[config.mk]
export PLATFORM = sky130hd
export DESIGN_NAME = bram_traffic_seq
export DESIGN_NICKNAME = d
export VERILOG_FILES = /design/src/rtl/bram_traffic_seq.sv
export SDC_FILE = /design/constraint.sdc
export NUM_CORES = 1
export LEC_CHECK = 0
export BUFFER_PORTS_ARGS = -buffer_cell sky130_fd_sc_hd__buf_2
export CORE_MARGIN = 3
export CORE_UTILIZATION = 44
export DETAILED_ROUTE_END_ITERATION = 8
export GPL_ROUTABILITY_DRIVEN = 0
export PLACE_DENSITY = 0.76
export SKIP_CTS_REPAIR_TIMING = 1
export SYNTH_ARGS = -nofsm -noshare
export SYNTH_HDL_FRONTEND = slang
export SYNTH_SLANG_ARGS = --single-unit
[constraint.sdc]
create_clock -name clk -period 3.2 [get_ports clk]
set_input_delay 0.16 -clock clk [delete_from_list [all_inputs] [get_ports clk]]
set_output_delay 0.16 -clock clk [all_outputs]
set_load 0.05 [all_outputs]
[src/rtl/bram_traffic_seq.sv]
// Write/read traffic sequencer and checker for one bram instance: fills every address with
// pat(a) = SEED ^ a, then streams back-to-back reads and counts words that come back wrong.
module bram_traffic_seq #(
    parameter int unsigned A_WID  = 11,
    parameter int unsigned D_WID  = 16,
    parameter logic [15:0] SEED   = 16'hACE1,
    parameter int unsigned SWEEPS = 4
) (
    input  logic             clk,
    input  logic             rst_n,
    input  logic             start,
    input  logic             stop,
    output logic [A_WID-1:0] wraddr,
    output logic [D_WID-1:0] din,
    output logic             we,
    output logic             porta_en,
    output logic [A_WID-1:0] rdaddr,
    output logic             portb_en,
    input  logic [D_WID-1:0] dout,
    output logic             busy,
    output logic             done,
    output logic             err,
    output logic [15:0]      err_cnt,
    output logic [A_WID-1:0] first_err_addr
);

    typedef enum logic [2:0] {
        ST_IDLE,
        ST_FILL,
        ST_SWEEP,
        ST_DRAIN,
        ST_DONE
    } state_t;

    localparam logic [D_WID-1:0] SEED_D    = D_WID'(SEED);
    localparam logic [A_WID-1:0] LAST_ADDR = '1;
    localparam bit               FINITE    = (SWEEPS != 0);
    localparam logic [31:0]      LAST_PASS = FINITE ? 32'(SWEEPS - 1) : 32'd0;

    state_t           state_reg;
    logic [31:0]      pass_cnt_reg;
    logic             drain_cnt_reg;
    logic [A_WID-1:0] rd_q_reg;
    logic             chk_vld_reg;
    logic             mismatch;
    logic             last_read;

    function automatic logic [D_WID-1:0] pat(input logic [A_WID-1:0] a);
        return SEED_D ^ D_WID'(a);
    endfunction

    // rd_q_reg tracks the bram's internal read-address register, so dout lines up with it.
    assign mismatch  = chk_vld_reg && (dout != pat(rd_q_reg));
    assign last_read = FINITE && (rdaddr == LAST_ADDR) && (pass_cnt_reg == LAST_PASS);

    always_ff @(posedge clk or negedge rst_n) begin
        if (!rst_n) begin
            state_reg      <= ST_IDLE;
            pass_cnt_reg   <= '0;
            drain_cnt_reg  <= 1'b0;
            rd_q_reg       <= '0;
            chk_vld_reg    <= 1'b0;
            wraddr         <= '0;
            din            <= '0;
            we             <= 1'b0;
            porta_en       <= 1'b0;
            rdaddr         <= '0;
            portb_en       <= 1'b0;
            busy           <= 1'b0;
            done           <= 1'b0;
            err            <= 1'b0;
            err_cnt        <= '0;
            first_err_addr <= '0;
        end else begin
            rd_q_reg    <= rdaddr;
            chk_vld_reg <= portb_en;

            if (mismatch) begin
                err <= 1'b1;
                if (err_cnt != 16'hFFFF)
                    err_cnt <= err_cnt + 16'd1;
                if (!err)
                    first_err_addr <= rd_q_reg;
            end

            case (state_reg)
                ST_IDLE, ST_DONE: begin
                    if (start) begin
                        state_reg      <= ST_FILL;
                        busy           <= 1'b1;
                        done           <= 1'b0;
                        we             <= 1'b1;
                        porta_en       <= 1'b1;
                        wraddr         <= '0;
                        din            <= pat('0);
                        err            <= 1'b0;
                        err_cnt        <= '0;
                        first_err_addr <= '0;
                    end
                end
                ST_FILL: begin
                    if (wraddr == LAST_ADDR) begin
                        state_reg    <= ST_SWEEP;
                        we           <= 1'b0;
                        porta_en     <= 1'b0;
                        portb_en     <= 1'b1;
                        rdaddr       <= '0;
                        pass_cnt_reg <= '0;
                    end else begin
                        wraddr <= wraddr + 1'b1;
                        din    <= pat(wraddr + 1'b1);
                    end
                end
                ST_SWEEP: begin
                    // The address currently on rdaddr is the final one when leaving.
                    if (stop || last_read) begin
                        state_reg     <= ST_DRAIN;
                        portb_en      <= 1'b0;
                        drain_cnt_reg <= 1'b0;
                    end else begin
                        rdaddr <= rdaddr + 1'b1;
                        if (rdaddr == LAST_ADDR)
                            pass_cnt_reg <= pass_cnt_reg + 32'd1;
                    end
                end
                ST_DRAIN: begin
                    if (drain_cnt_reg) begin
                        state_reg <= ST_DONE;
                        busy      <= 1'b0;
                        done      <= 1'b1;
                    end else begin
                        drain_cnt_reg <= 1'b1;
                    end
                end
                default: state_reg <= ST_IDLE;
            endcase
        end
    end

endmodule

After elaboration in Yosys (flattened, before gate mapping)
Cells that the tools add are included.

word-level totals
  logic and storage cells = 95
  input port bits = 20
  register bits after elaboration = 118
  output and inout bits = 71

operators by class
  mux-type cells = 41
  $add $sub $neg = 4
  equal/unequal tests = 16
  reductions and logical operators = 17
  bitwise logic cells = 2

operator list
  cell                                                                    number
  16-bit 2-to-1 mux                                                       6
  32-bit 2-to-1 mux                                                       3
  11-bit 2-to-1 mux                                                       8
  32-bit one-hot mux with 2 select lines                                  1
  11-bit one-hot mux with 2 select lines                                  2
  32-bit by 1-bit adder with 32-bit output, second input constant         1
  32-bit by 2-bit equality test with 1-bit output, second input constant  1
  16-bit one-hot mux with 2 select lines                                  1
  11-bit by 1-bit adder with 11-bit output, second input constant         2
  11-bit equality test, second input constant                             2
  16-bit by 1-bit adder with 16-bit output, second input constant         1
  16-bit != test                                                          1
  16-bit != test, second input constant                                   1
  5-bit NOT with 8-bit output                                             2
  3-bit AND reduction                                                     5
  2-bit != test, second input constant                                    7
  3-bit 2-to-1 mux                                                        4
  3-bit one-hot mux with 4 select lines                                   1
  1-bit 2-to-1 mux                                                        10
  1-bit one-hot mux with 2 select lines                                   5
  4-bit AND reduction                                                     2
  2-bit nonzero test                                                      4
  3-bit by 2-bit equality test with 1-bit output, second input constant   2
  3-bit by 1-bit equality test with 1-bit output, second input constant   1
  6 further kinds                                                         7

Logic depth before layout (Yosys ltp)
Gate-level depths: netlist of run 1.

  depth after elaboration = 6
  gate-level depth with buffers = 10
  gate-level depth less buffers = 6

Least setup slack after synthesis of run 1
No wires, ideal clock.

  kind = flip-flop to flip-flop
  start point = reg rdaddr[1]
  end point = reg pass_cnt_reg[2]
  stages on the path, launching flop included = 9
  path slack = 0.514 ns
  arrival time = 2.606 ns
  period minus slack after synthesis = 2.686 ns
  setup time = 0.080 ns
  required time = 3.120 ns
  path buffers = 2
  cells stage by stage = dfrtp_1 -> ha_1 -> nand4_1 -> or4_1 -> buf_2 -> o21a_1 -> buf_6 -> or4_1 -> o211ai_2

on the way
  cells in the longest elaborated chain, start to end = 5
  elaborated cells on any way between the ends = 6
  those cells by class = 3 x eq/ne; 3 x reduce/logical

RTL lines
  what                               line     source
  from (decl)                        17       output logic [A_WID-1:0] rdaddr,
  from (signal assigned)             121      rdaddr <= rdaddr + 1'b1;
  11-bit equality test (*)           54, 122
  1-bit logical AND                  54       assign last_read = FINITE && (rdaddr == LAST_ADDR) && (pass_cnt_reg == LAST_PASS);
  1-bit logical OR                   116      if (stop || last_read) begin
  2-bit != test (no line)            -
  4-bit AND reduction (no line) (*)  -
  to (signal assigned)               123      pass_cnt_reg <= pass_cnt_reg + 32'd1;
  to (decl)                          41       logic [31:0] pass_cnt_reg;

Every way passes the cells marked *; elsewhere a longest branch is shown, timed or not.
A chain may end at the register's enable or synchronous reset.

Final worst setup path of run 1
  start point = reg state_reg[1]
  end point = reg pass_cnt_reg[25]

on the way
  cells in the longest elaborated chain, start to end = 3
  elaborated cells on any way between the ends = 8
  those cells by class = 5 x eq/ne; 1 x mux; 2 x reduce/logical

RTL lines
  what                                                                                                                     line  source
  from (decl)                                                                                                              40    state_t state_reg;
  from (signal assigned)                                                                                                   58    state_reg <= ST_IDLE;
  from (signal assigned)                                                                                                   89    state_reg <= ST_FILL;
  from (signal assigned)                                                                                                   103   state_reg <= ST_SWEEP;
  3-bit by 2-bit equality test with 1-bit output / 3-bit by 1-bit equality test with 1-bit output (equally long branches)  86    case (state_reg)
  2-bit != test (no line) / 2-bit nonzero test (equally long branches)                                                     -
  4-bit AND reduction (no line)                                                                                            -

Several ways; a longest one is shown, not always the timed one.

==> metrics, run 1 <==
RR Startpoint state_reg[1]$_DFFE_PN0P_; Mapped Cells 643; total number of vias 5324; Initial Utilization 45.5%; Fin Hold WS 0.141 ns; antenna fix cells 0; crit path capture pass_cnt_reg[25]$_DFFE_PN0P_; slowest CP cell or4_1; most common cell in the synthesized netlist dfrtp_1; initial antenna violation count 0; setup_tns 0 ns; synthesized flop and latch total 108; final setup violating endpoints 0; post-synth top area share 46.5%; WL met3 797 um; CP dominant cell by count or4_1; crit path DAT 3.17 ns; Worst setup SP type register; final hold violation count 0; total congestion overflow 0; clk slew on worst S/H paths roughly 0.070 ns; reg2reg setup slack between 0.3 and 0.4 ns; master cell of the clock root buffer clkbuf_16; 1st-pass router iterations 5; Max stage delay on crit path 0.68 ns; Yosys top cell by area dfrtp_1; H-tree levels 3; Final Max Slew Viols 0; CTS tree yes; Ys Warns 0; Critical Path Start state_reg[1]$_DFFE_PN0P_; Fmax 347 MHz; clk buf depth 2; CTS Buf Count 9; top routing layer used met4; Fin Clk Skew 0.0121 ns; vias in the first global route around 4900; total power 4.03 mW; die height between 100 and 150 um; Max-Cap Viols 0; fraction of layout cells with a size suffix above 1 17.7%; largest cells by area after synthesis dfrtp_1, o21ai_0, nand3_1, a21oi_1, nand2_1; CORE AREA 12800 um^2; wire length on met2 slightly above 7000 um; Via density slightly above 6; Finished Layout Cells 880; Crit. End Element register; register area share after synthesis 46.5%; RSZ-0062 raised after global routing false; Crit path max-delay family simple AND/OR/NAND/NOR gates; Main synth FF type dfrtp_1; ys async rst share 100%; DP HPWL 10200 um; DP Worst Slack 0.366 ns; critical path class register to register; dpl cells 863; layout overhead on the synthesized area 14.6%; Core Rows 41; PortBufs 88; PwrDens 605 nW/um^2; final wirelength ~14000 um; worst endpoint required time approximately 3.5 ns; EDFF count, synth 0; DIE AREA 14600 um^2; syn_area_per_cell 9.03 um^2; M1 WL between 6000 and 7000 um; crit-path max FO 24; Syn Std Cell Area 5810 um^2; max reg flops 32; first-pass GRT wire length 24300 um; crit share post-route 90.1%; status complete, no violations; Levels on crit path 5; Commonest cells post-synth dfrtp_1, o21ai_0, nand2_1; final net count 727; DR iter-0 viols 566; Final min period roughly 2.9 ns; Routed Antenna Nets 0; Die Width 121 um; drt drc 0; WL per Instance 16.4 um; Max VDD drop 0.391 mV; clock latency on the worst-skew pair 0.35 ns; WP buf/inv 0; GRT Overall Usage 20.1%; unique cell type count in the Yosys netlist 58; clk sinks 108; Reg-to-Reg End pass_cnt_reg[25]$_DFFE_PN0P_; Pleak 2.92 nW; largest net degree at the start of global routing 62; crit-path cells or4b_4, or4_1, o21bai_4, or4_1, nand3_1; cells on worst reg2reg path 5; Final WS setup roughly 0.32 ns; worst hold-check path type input pin to register; Worst Tran Pin Value slightly above 0.8 ns; IO Count 91; Rel. slew slack roughly 45%
==> routing by layer <==
metal / track usage, % / vias up
li1: - / 2496
met5: 0 / -
met3: 3.54 / 15
met2: 33.1 / 210
met1: 27.3 / 2603
met4: 5.81 / 0
==> metrics by stage <==
step | area [um^2] | utilization (%)
after detailed placement | 6320 | 49.5
after global placement | 6320 | 49.5
after global routing | 6660 | 52.1
after CTS | 6650 | 52.0
final | 6660 | 52.1
after floorplan | 5810 | -
==> power by group <==
part | internal [mW] | total (mW) | switching, mW
clock network | 0.695 | 1.21 | 0.515
logic | 0.364 | 1.19 | 0.823
registers | 1.48 | 1.63 | 0.144
==> cell type report <==
| class | count | area (um^2) |
|---|---|---|
| Sequential cell | 108 | 2700 |
| Inverter | 14 | 52.6 |
| Tap cell | 172 | 215 |
| Multi-Input combinational cell | 470 | 2810 |
| Fill cell | 1148 | 6120 |
| Clock buffer | 10 | 229 |
| Timing Repair Buffer | 100 | 548 |
| Clock inverter | 6 | 95.1 |
==> cell families (layout without fill, tap and decap cells) <==
kind of cell | count (synthesis) | in the layout | synth area share, %
simple gates | 266 | 266 | 24.5
compound gates | 174 | 174 | 19.0
flops | 108 | 108 | 46.5
buf+inv | 66 | 130 | 5.21
xor+xnor | 17 | 17 | 2.56
mux | 7 | 7 | 1.25
fa+ha+maj | 4 | 4 | 0.862
other cells | 1 | 2 | 0.0646
==> placed cells by master (no fill, tap or decap), types with 7 or more instances in the layout <==
| cell | Yosys | layout |
|---|---|---|
| nand3_1 | 43 | 43 |
| dfrtp_1 | 108 | 108 |
| and4_1 | 7 | 7 |
| a31oi_1 | 8 | 8 |
| buf_4 | 11 | 11 |
| nor2_1 | 45 | 44 |
| nand2b_1 | 9 | 9 |
| o21ai_0 | 57 | 57 |
| and3_1 | 10 | 10 |
| nand4_1 | 23 | 23 |
| o31ai_1 | 13 | 13 |
| clkbuf_16 | 0 | 9 |
| nor3_1 | 21 | 21 |
| inv_1 | 14 | 14 |
| nand2_1 | 46 | 46 |
| or3_1 | 13 | 13 |
| a21oi_1 | 40 | 40 |
| nor4_1 | 18 | 17 |
| xnor2_1 | 11 | 11 |
| a211o_1 | 8 | 8 |
| buf_2 | 5 | 87 |
==> worst min-delay path, stage by stage <==
cell and delay [ns]:
buf_2 0.10, nand3b_1 0.10, o21ai_0 0.08
==> worst min path at each step <==
stage	from	to	cells past startpoint
2_1_floorplan	rst_n	busy$_DFFE_PN0P_	0
3_3_place_gp	rst_n	din[5]$_DFFE_PN0P_	1
3_5_place_dp	rst_n	din[7]$_DFFE_PN0P_	1
4_1_cts	rst_n	din[7]$_DFFE_PN0P_	1
5_1_grt	start	state_reg[2]$_DFFE_PN0P_	3
6_report	start	state_reg[2]$_DFFE_PN0P_	3
(Power assumes the default switching activity.)
==> run 2, diff against run 1 <==
clock period = 3.09 ns   (was 3.2 ns; I/O delays follow)
==> run 2 against run 1 <==
Against the previous run:
- clock skew decreased by 0.0035 ns
- worst setup slack lost 0.038 ns
- sequential power grew 3%
- die area unchanged
- via count is 0.54% higher
- register-to-register slack got worse by 0.04 ns
- largest cell class unchanged
==> metrics, run 2 (synthesized netlist as in run 1, its figures left out) <==
status complete, no violations (unchanged); DIE AREA 14600 um^2 (unchanged); clk buf depth 2 (unchanged); layout overhead on the synthesized area 14.3% (was 14.6%); area occupied by multi-input gates 2810 um^2 (unchanged); Final min period 2.81 ns (was 2.88 ns); IO Count 91 (unchanged); worst hold-check path type input pin to register (unchanged); WP buf/inv 1 (was 0); # fillers 1162 (was 1148); Max-Cap Viols 0 (unchanged); slowest CP cell or4_1 (unchanged); fraction of layout cells with a size suffix above 1 18.2% (was 17.7%); drt drc 0 (unchanged); Routed Antenna Nets 0 (unchanged); final setup violating endpoints 0 (unchanged); Final Max Slew Viols 0 (unchanged); Die Width 121 um (unchanged); vias in the first global route 4922 (was 4914); setup_tns 0 ns (unchanged); PortBufs 88 (unchanged); 1st-pass router iterations 6 (was 5); largest net degree at the start of global routing 67 (was 62); Worst setup SP type register (unchanged); master cell of the clock root buffer clkbuf_16 (unchanged); CP dominant cell by count o21a_1 (was or4_1); Fin Clk Skew 0.00852 ns (was 0.0121 ns); Fmax 356 MHz (was 347 MHz); Final WS setup 0.279 ns (was 0.317 ns); WL per Instance 16.6 um (was 16.4 um); CTS Buf Count 9 (unchanged); register area 2700 um^2 (unchanged); Crit path max-delay family simple AND/OR/NAND/NOR gates (unchanged); Pleak 2.93 nW (was 2.92 nW); DP HPWL 10300 um (was 10200 um); DP Worst Slack 0.293 ns (was 0.366 ns); PwrDens 609 nW/um^2 (was 605 nW/um^2); H-tree levels 3 (unchanged); crit-path cells or4b_4, or4_1, o21a_1, buf_4, a211o_1, o21a_1 (was or4b_4, or4_1, o21bai_4, or4_1, nand3_1); CTS tree yes (unchanged); Crit. End Element register (unchanged); final net count 732 (was 727); Rel. slew slack 42.7% (was 44.8%); clk sinks 108 (unchanged); DR iter-0 viols 664 (was 566); Max VDD drop 0.263 mV (was 0.391 mV); Initial Utilization 45.5% (unchanged); first-pass GRT wire length 24100 um (was 24300 um); worst endpoint required time 3.34 ns (was 3.49 ns); Via density 6.04 (was 6.05); die height 121 um (unchanged); crit path DAT 3.06 ns (was 3.17 ns); total power 4.04 mW (was 4.03 mW); RSZ-0062 raised after global routing false (unchanged); total congestion overflow 0 (unchanged); GRT Overall Usage 20.2% (was 20.1%); crit share post-route 91.0% (was 90.1%); final wirelength 14700 um (was 14400 um); final hold violation count 0 (unchanged); Max stage delay on crit path 0.68 ns (about the same); critical path class register to register (unchanged); most frequent cells in the layout dfrtp_1, buf_2, o21ai_0 (unchanged); Worst Tran Pin Value 0.859 ns (was 0.828 ns); Core Rows 41 (unchanged); max reg flops 32 (unchanged); most common cell after layout, fill and taps aside dfrtp_1 (unchanged); clk slew on worst S/H paths 0.07 ns (about the same); initial antenna violation count 1 (was 0); crit-path max FO 17 (was 24); CORE AREA 12800 um^2 (unchanged); clock latency on the worst-skew pair 0.36 ns (was 0.35 ns); total number of vias 5353 (was 5324)
-- run 2: cell count changes in the layout (fill, tap and decap cells not counted), sizes merged --
| cell | change |
|---|---|
| buf | +5 |
| clkinvlp | -1 |
| bufinv | -2 |
| inv | +1 |
| clkinv | +2 |
| diode | +1 |
-- run 2: layer usage --
metal,up-vias,GRT usage (%),share of wire [%]
met5,-,0,0
met4,0,6.37,2.0
met3,28,4.57,6.9
met2,240,32.4,49
met1,2590,27.1,42
li1,2495,-,-
-- run 2: area by class of cell --
class / count / share of cell area [%]
Clock buffer: 10 / 3.45
Multi-Input combinational cell: 470 / 42.4
Antenna cell: 1 / 0.0377
Clock inverter: 6 / 0.716
Inverter: 14 / 0.792
Tap cell: 172 / 3.24
Timing Repair Buffer: 105 / 8.64
Sequential cell: 108 / 40.7
-- run 2: final timing paths --
kind,start,end,slack (ns),cells past startpoint
setup reg to reg,state_reg[2]$_DFFE_PN0P_,pass_cnt_reg[28]$_DFFE_PN0P_,0.28,6
hold reg to reg,portb_en$_DFFE_PN0P_,chk_vld_reg$_DFF_PN0_,0.41,0
setup / recovery,state_reg[2]$_DFFE_PN0P_,pass_cnt_reg[28]$_DFFE_PN0P_,0.28,6
hold / removal,start,state_reg[2]$_DFFE_PN0P_,0.13,3
min in group asynchronous,rst_n,din[7]$_DFFE_PN0P_,0.43,2
max in group asynchronous,rst_n,rdaddr[0]$_DFFE_PN0P_,1.74,3
-- run 2: worst min-delay path, stage by stage --
cell	delay (ns)
buf_2	0.10
nand3b_1	0.11
o21ai_0	0.08
-- run 2: through the flow --
step | cell area [um^2] | util (%) | hold slack [ns] | std cells
3_5_place_dp | 6350 | 49.7 | 0.319 | 868
4_1_cts | 6620 | 51.9 | -0.0661 | 884
2_1_floorplan | 5810 | - | -0.141 | 644
3_3_place_gp | 6350 | 49.7 | 0.306 | 868
5_1_grt | 6640 | 52.0 | 0.133 | 886
6_report | 6640 | 52.0 | 0.130 | 886
-- run 2: power by group --
group	switching (mW)	internal (mW)
clock	0.538	0.556
sequential	0.143	1.54
combinational	0.870	0.396
==> run 3, diff against run 2 <==
BUFFER_PORTS_ARGS = -buffer_cell sky130_fd_sc_hd__buf_4   (was -buffer_cell sky130_fd_sc_hd__buf_2)
GPL_TIMING_DRIVEN = 0   (was unset)
==> run 3 against run 2 <==
Against the previous run:
- via count grew 3.4%
- critical path type unchanged
- global-route usage grew 1.1 points
- largest power group unchanged
- utilization grew 3.0 points
- sequential share of layout area shrank 2.2 points
- die area is the same
==> metrics, run 3 (synthesized netlist as in run 1, its figures left out) <==
fraction of layout cells with a size suffix above 1 17.2% (was 18.2%); crit-path max FO 10 (was 17); final setup violating endpoints 0 (unchanged); critical path class register to register (unchanged); clk slew on worst S/H paths 0.07 ns (about the same); layout overhead on the synthesized area 20.8% (was 14.3%); Max stage delay on crit path 0.40 ns (was 0.68 ns); most frequent cells in the layout dfrtp_1, buf_4, o21ai_0 (was dfrtp_1, buf_2, o21ai_0); Hold Path Sink state_reg[2]$_DFFE_PN0P_ (unchanged); Pleak 3.03 nW (was 2.93 nW); initial antenna violation count 0 (was 1); Hold Path Depth 3 (unchanged); CP dominant cell by count buf_2 (was o21a_1); Crit. End Element register (unchanged); RSZ-0062 raised after global routing false (unchanged); final net count 769 (was 732); Rel. slew slack 22.3% (was 42.7%); worst hold-check path type input pin to register (unchanged); Fmax 348 MHz (was 356 MHz); master cell of the clock root buffer clkbuf_16 (unchanged); status complete, no violations (unchanged); Core Rows 41 (unchanged); CORE AREA 12800 um^2 (unchanged); DP HPWL 11000 um (was 10300 um); Max VDD drop 0.321 mV (was 0.263 mV); 1st-pass router iterations 5 (was 6); total congestion overflow 0 (unchanged); crit share post-route 93.0% (was 91.0%); WL per Instance 16.9 um (was 16.6 um); most common cell after layout, fill and taps aside dfrtp_1 (unchanged); PwrDens 591 nW/um^2 (was 609 nW/um^2); clk buf depth 2 (unchanged); # fillers 1121 (was 1162); slowest CP cell a221o_1 (was or4_1); Via density 6.00 (was 6.04); GRT Overall Usage 21.3% (was 20.2%); crit path DAT 3.10 ns (was 3.06 ns); max reg flops 32 (unchanged); hold_sp start (unchanged); RR Startpoint state_reg[1]$_DFFE_PN0P_ (was state_reg[2]$_DFFE_PN0P_); setup_tns 0 ns (unchanged); Initial Utilization 45.5% (unchanged); H-tree levels 3 (unchanged); Max-Cap Viols 0 (unchanged); Routed Antenna Nets 0 (unchanged); WP buf/inv 4 (was 1); Crit path max-delay family simple AND/OR/NAND/NOR gates (unchanged); Final min period 2.87 ns (was 2.81 ns); first-pass GRT wire length 25500 um (was 24100 um); IO Count 91 (unchanged); Fin Hold WS 0.118 ns (was 0.130 ns); final hold violation count 0 (unchanged); Reg-to-Reg End rdaddr[9]$_DFFE_PN0P_ (was pass_cnt_reg[28]$_DFFE_PN0P_); DR iter-0 viols 680 (was 664); Die Width 121 um (unchanged); Critical Path Start state_reg[1]$_DFFE_PN0P_ (was state_reg[2]$_DFFE_PN0P_); clk sinks 108 (unchanged); Final Max Slew Viols 0 (unchanged); crit-path cells buf_2, or3b_1, buf_2, or3_1, buf_2, nor2_1, o2bb2ai_1, clkbuf_1, a221o_1 (was or4b_4, or4_1, o21a_1, buf_4, a211o_1, o21a_1); die height 121 um (unchanged); largest net degree at the start of global routing 109 (was 67); clock latency on the worst-skew pair 0.35 ns (was 0.36 ns); total number of vias 5534 (was 5353); CTS Buf Count 9 (unchanged); PortBufs 88 (unchanged); Fin Clk Skew 0.00914 ns (was 0.00852 ns); drt drc 0 (unchanged); worst endpoint required time 3.32 ns (was 3.34 ns); reg2reg setup slack 0.22 ns (was 0.28 ns); cells on worst reg2reg path 9 (was 6); antenna fix cells 0 (was 1); Worst Tran Pin Value 1.15 ns (was 0.859 ns); vias in the first global route 5192 (was 4922); Worst setup SP type register (unchanged); final wirelength 15600 um (was 14700 um); DIE AREA 14600 um^2 (unchanged); CTS tree yes (unchanged)
## run 3: changes by cell type in the layout (fill, tap and decap cells not counted), moves of 2 or more
cell and change:
buf_4 +81, clkbuf_8 +2, clkbuf_1 +34, buf_2 -82, buf_1 +2, buf_6 +2, inv_6 -3
## run 3: worst max-delay path by stage
stage,to,slack [ns],depth (start not counted)
detailed placement,rdaddr[0]$_DFFE_PN0P_,0.25,7
finish,rdaddr[9]$_DFFE_PN0P_,0.22,9
global placement,rdaddr[9]$_DFFE_PN0P_,0.32,9
global route,rdaddr[9]$_DFFE_PN0P_,0.04,9
CTS,rdaddr[1]$_DFFE_PN0P_,0.20,7
floorplan,pass_cnt_reg[2]$_DFFE_PN0P_,0.40,8
## run 3: layout make-up
type                       instances  area [um^2]  area share [%]
multi-input combinational        470         2810            40.1
sequential                       108         2700            38.5
timing repair buffer              90          702            10.0
clock buffer                      13          260            3.71
buffer                            52          250            3.57
tap                              172          215            3.07
inverter                          14         52.6           0.749
clock inverter                     3         21.3           0.303
## run 3: layer usage
metal / vias to the layer above / wire length, um / track usage [%]
met3: 50 / 1180 / 4.24
met1: 2636 / 6630 / 29.2
met4: 0 / 397 / 7.65
li1: 2582 / - / -
met5: - / 0 / 0
met2: 266 / 7420 / 33.5
## run 3: power by group
| group | switching, mW | leakage, nW | internal, mW | total [mW] |
|---|---|---|---|---|
| registers | 0.157 | 1.43 | 1.54 | 1.69 |
| clock network | 0.516 | 0.136 | 0.592 | 1.11 |
| logic | 0.892 | 1.46 | 0.451 | 1.34 |
## run 3: worst register-to-register path, stage by stage, from the launching register on
cell,delay (ns)
dfrtp_1,0.38
buf_2,0.17
or3b_1,0.37
buf_2,0.19
or3_1,0.38
buf_2,0.17
nor2_1,0.28
o2bb2ai_1,0.17
clkbuf_1,0.25
a221o_1,0.40
## run 3: through the flow
step,instances,utilization (%),instance area [um^2],total power [mW],setup WS (ns)
3_3_place_gp,904,52.3,6690,3.00,0.321
4_1_cts,920,54.5,6970,4.15,0.202
3_5_place_dp,904,52.3,6690,3.04,0.255
5_1_grt,922,54.9,7020,4.36,0.0428
6_report,922,54.9,7020,4.15,0.215
2_1_floorplan,644,-,5810,2.62,0.404
